### src/rtl/pulse_gen.sv
// Step/direction pulse generator: one move command produces PulseNum step pulses on the selected motor.
// Optional DIR_SETUP_EN macro inserts a direction setup hold before the first step edge.
module pulse_gen #(
    parameter int unsigned HALF_PERIOD = 500,
    parameter int unsigned DIR_SETUP   = 20
) (
    input  logic       sysclk,
    input  logic       INIT_n,
    input  logic       CmdValid,
    input  logic [5:0] MotorIn,
    input  logic [9:0] PulseNum,
    input  logic [5:0] DRIn,
    output logic       Busy,
    output logic [5:0] Step,
    output logic [5:0] DR,
    output logic       Done,
    output logic       Err
);

    localparam int unsigned PH_MAX = (HALF_PERIOD > DIR_SETUP) ? HALF_PERIOD : DIR_SETUP;
    localparam int unsigned PW     = $clog2(PH_MAX + 1);
    localparam logic [PW-1:0] HP_LOAD = PW'(HALF_PERIOD - 1);
`ifdef DIR_SETUP_EN
    localparam logic [PW-1:0] SU_LOAD = PW'(DIR_SETUP - 1);
`endif

    typedef enum logic [1:0] {
        IDLE  = 2'd0,
        HIGH  = 2'd1,
        LOW   = 2'd2
`ifdef DIR_SETUP_EN
        , SETUP = 2'd3
`endif
    } state_t;

    state_t        state, state_nx;
    logic [PW-1:0] phase, phase_nx;
    logic [9:0]    count, count_nx;
    logic [5:0]    sel, sel_nx;
    logic [5:0]    step_nx, dr_nx;
    logic          busy_nx, done_nx, err_nx;
    logic          cmd_onehot;

    assign cmd_onehot = (MotorIn != '0) && ((MotorIn & (MotorIn - 6'd1)) == '0);

    always_ff @(posedge sysclk or negedge INIT_n) begin
        if (!INIT_n) begin
            state <= IDLE;
            phase <= '0;
            count <= '0;
            sel   <= '0;
            Step  <= '0;
            DR    <= '0;
            Busy  <= 1'b0;
            Done  <= 1'b0;
            Err   <= 1'b0;
        end else begin
            state <= state_nx;
            phase <= phase_nx;
            count <= count_nx;
            sel   <= sel_nx;
            Step  <= step_nx;
            DR    <= dr_nx;
            Busy  <= busy_nx;
            Done  <= done_nx;
            Err   <= err_nx;
        end
    end

    // Step is computed one cycle ahead so the registered output lines up with the state.
    always_comb begin
        state_nx = state;
        phase_nx = phase;
        count_nx = count;
        sel_nx   = sel;
        step_nx  = Step;
        dr_nx    = DR;
        busy_nx  = Busy;
        done_nx  = 1'b0;
        err_nx   = 1'b0;
        case (state)
            IDLE: begin
                if (CmdValid) begin
                    if (!cmd_onehot) begin
                        err_nx = 1'b1;
                    end else if (PulseNum == '0) begin
                        done_nx = 1'b1;
                    end else begin
                        sel_nx   = MotorIn;
                        count_nx = PulseNum;
                        dr_nx    = (DR & ~MotorIn) | (DRIn & MotorIn);
                        busy_nx  = 1'b1;
`ifdef DIR_SETUP_EN
                        state_nx = SETUP;
                        phase_nx = SU_LOAD;
`else
                        state_nx = HIGH;
                        phase_nx = HP_LOAD;
                        step_nx  = MotorIn;
`endif
                    end
                end
            end
`ifdef DIR_SETUP_EN
            SETUP: begin
                if (phase == '0) begin
                    state_nx = HIGH;
                    phase_nx = HP_LOAD;
                    step_nx  = sel;
                end else begin
                    phase_nx = phase - PW'(1);
                end
            end
`endif
            HIGH: begin
                if (phase == '0) begin
                    state_nx = LOW;
                    phase_nx = HP_LOAD;
                    step_nx  = '0;
                end else begin
                    phase_nx = phase - PW'(1);
                end
            end
            LOW: begin
                if (phase == '0) begin
                    count_nx = count - 10'd1;
                    if (count == 10'd1) begin
                        state_nx = IDLE;
                        busy_nx  = 1'b0;
                        done_nx  = 1'b1;
                    end else begin
                        state_nx = HIGH;
                        phase_nx = HP_LOAD;
                        step_nx  = sel;
                    end
                end else begin
                    phase_nx = phase - PW'(1);
                end
            end
            default: state_nx = IDLE;
        endcase
    end

endmodule

### config.mk
export PLATFORM = sky130hd
export DESIGN_NAME = pulse_gen
export DESIGN_NICKNAME = d
export VERILOG_FILES = /design/src/rtl/pulse_gen.sv
export SDC_FILE = /design/constraint.sdc
export NUM_CORES = 1
export LEC_CHECK = 0
export BUFFER_PORTS_ARGS = -buffer_cell sky130_fd_sc_hd__buf_2
export CAP_MARGIN = 20
export CELL_PAD_IN_SITES_DETAIL_PLACEMENT = 1
export CELL_PAD_IN_SITES_GLOBAL_PLACEMENT = 2
export CORE_MARGIN = 5
export CORE_UTILIZATION = 30
export CTS_BUF_LIST = sky130_fd_sc_hd__clkbuf_4
export DETAILED_ROUTE_END_ITERATION = 6
export PLACE_DENSITY_LB_ADDON = 0.1
export SYNTH_ARGS = -nofsm -noshare
export SYNTH_HDL_FRONTEND = slang
export SYNTH_SLANG_ARGS = --single-unit
export TNS_END_PERCENT = 100
### constraint.sdc
create_clock -name sysclk -period 6.25 [get_ports sysclk]
set_clock_uncertainty 0.2 [all_clocks]
set_input_delay 0.3125 -clock sysclk [delete_from_list [all_inputs] [get_ports sysclk]]
set_output_delay 0.3125 -clock sysclk [all_outputs]
set_load 0.005 [all_outputs]
==> flow_summary.toml <==
[synthesis]
synth_compound_gate_area_share = 0.208
synth_area_leader_cell = "dfrtp_1"
synth_top_family_by_area = "compound AO/OA/AOI/OAI gates"
synth_area_leaders = "dfrtp_1, mux2_2, nand2_1"
ys_seq_area_frac = 0.435
syn_nets = 289
syn_area_um2 = 2410
synthMuxAreaShare = 0.0648
synthAdderAreaFrac = 0.0415
yosysUniqueCellTypes = 49
avgSynthCellArea_um2 = 9.43
synth_top_area_frac = 0.435
synth-seq-cells = 42
synthXorXnorAreaFrac = 0.00363
ys_warn_count = 0
netlist_instances = 256
synthSimpleGateAreaFrac = 0.204
synth-async-reset-ratio = 1.00
yosys_most_used_dff = "dfrtp_1"
synth_edf_count = 0

[final_layout]
final_cell_count_no_fill = 405
final_layout_size_suffix_gt1_frac = 0.234
area_growth_syn_to_layout_pct = 18.2
antennaDiodeCount = 0
final_nets = 335

[setup_path]
rrSetupSlack_ns = 3.25
cp_data_arrival_time_ns = 3.10
crit_required_ns = 6.35
start_kind = "register"
worstSetupEndpointType = "register"
critPathMaxFanout = 23
r2r-end = "count[3]"
critPathKind = "register to register"
r2r-start = "state[0]"
r2r_cells = 7

[global_routing]
grt_pass1_vias = 2158
grt_pass1_wl_um = 11100
gr-total-overflow = 0
antenna_found_initial = 0
grtUsageTotal = 0.141
grt_max_degree = 43

[hold_path]
worstHoldStart = "MotorIn[4]"
holdPathEnd = "sel[4]"
whs_path_depth = 3
hold_path_class = "input port to register"

[timing]
setup_viol = 0
period_share = 0.479
tns_ns = 0
slew_headroom = 0.443
fin_ws_ns = 3.25
hold_viol_final = 0
slew_violations = 0
fmax_ghz = 0.334
finalCriticalPeriod_ns = 3.00
worst_pin_slew_ns = 0.834
rsz0062_at_grt = "false"

[route]
wirelength_um = 6500
drt_iter0_drc = 37
vias = 2059
drc = 0
viasPerCell = 5.08
dr.pass1.iters = 4
post_drt_wl_per_cell_um = 16.0
postRouteAntennaNets = 0

[clocking]
clockBufferDepth = 2
clkTransAtPathRegs_ns = 0.13
tritoncts = "built"
cts_root_buf = "clkbuf_4"
cts_hold_buf = 7
cts_sinks = 42
post_cts_resized = 0
cts_buffers = 5
clk_latency_ns = 0.35
htreeDepth = 2
post_cts_buffers = 0

[die]
placementRows = 32
core-area_um2 = 7770
die_h_um = 99.7
start_util = 0.311
ios = 40
fp.dieW_um = 99.7
die_area_um2 = 9940

[status]
outcome = "complete, no violations"

[job]
maxCapViolCount = 0

[placement]
place_inst = 389
dp_hpwl_um = 4900
portBuffers = 39
routabilityCongestion = 0.730
place_ws_ns = 3.22

[power_and_ir_drop]
cellPowerDensity_nw_per_um2 = 363
leakage_nw = 1.22
ir_drop_uv = 130
==> kinds of logic after synthesis <==
family,Yosys count
AO/OA/AOI/OAI,73
adder cells (fa/ha/maj),8
AND/OR/NAND/NOR,92
flip-flops,42
buffers and inverters,26
multiplexers,14
XOR/XNOR,1
==> cells in the mapped netlist, drive strengths merged, types with 2 or more instances <==
cell     number
a211oi        3
a21oi        14
a31oi         5
a41oi         4
and2          2
buf           3
clkbuf        7
dfrtp        42
ha            8
inv          16
mux2         13
nand2        33
nand2b        6
nand3        12
nor2          8
nor3         10
nor4          6
o211a         2
o21a          7
o21ai        18
o22ai         5
o2bb2ai       2
o31ai         3
o32ai         3
o41ai         2
or3           5
or3b          2
==> area by class of cell <==
cell class / count / area [um^2]
clock buffer: 5 / 37.5
sequential: 42 / 1050
timing repair buffer: 49 / 300
multi-input combinational: 188 / 1260
clock inverter: 3 / 16.3
fill: 943 / 4910
tap: 102 / 128
inverter: 16 / 60.1
==> worst max-delay path: stages (launching register included) <==
cell,delay (ns)
dfrtp_1,0.43
inv_1,0.10
ha_1,0.38
buf_4,0.34
mux2i_1,0.38
nor2b_1,0.73
o32a_1,0.28
o21a_1,0.11
==> layer usage <==
layer | global-route usage | wire, um | vias to the layer above
li1 | - | - | 1027
met1 | 0.195 | 3180 | 995
met2 | 0.227 | 3100 | 32
met3 | 0.0252 | 164 | 5
met4 | 0.0347 | 53 | 0
met5 | 0 | 0 | -
==> worst max path at each step <==
| stage | from | to | cells after the start | slack [ns] |
|---|---|---|---|---|
| detailed placement | state[0] | count[3] | 7 | 3.22 |
| CTS | state[0] | count[3] | 7 | 3.21 |
| global route | state[0] | count[3] | 7 | 2.92 |
| finish | state[0] | count[3] | 7 | 3.25 |
| global placement | state[0] | count[3] | 7 | 3.32 |
| floorplan | MotorIn[2] | count[3] | 7 | 4.02 |
==> report_power, final <==
part	switching [W]	leakage, nW	internal [W]
clock network	0.0000912	0.0286	0.0000419
registers	0.0000849	0.496	0.000380
logic	0.000239	0.699	0.000198
==> through the flow <==
| step | util | hold WS (ns) | power (W) | cell area [um^2] |
|---|---|---|---|---|
| finish | 0.367 | 0.0531 | 0.00103 | 2850 |
| global route | 0.367 | 0.0464 | 0.00113 | 2850 |
| CTS | 0.365 | 0.0341 | 0.00106 | 2830 |
| detailed placement | 0.349 | 0.264 | 0.000914 | 2710 |
| global placement | 0.349 | 0.265 | 0.000909 | 2710 |
| floorplan | - | -0.183 | 0.000752 | 2410 |
==> cell usage in the layout, fill, tap and decap left out, drive strengths merged, types with 2 or more instances in the layout <==
master and instances:
o2bb2ai 2, o31ai 3, inv 16, ha 8, o211a 2, dlygate4sd3 7
nor2 8, nand2 33, dfrtp 42, o21ai 18, or3b 2, o22ai 5
o21a 7, clkbuf 5, buf 42, mux2 13, or3 5, nand3 12
a211oi 3, and2 2, a41oi 4, o32ai 3, o41ai 2, a21oi 14
nor4 6, nor3 10, clkinv 2, a31oi 5, nand2b 6
(Power assumes the default switching activity.)
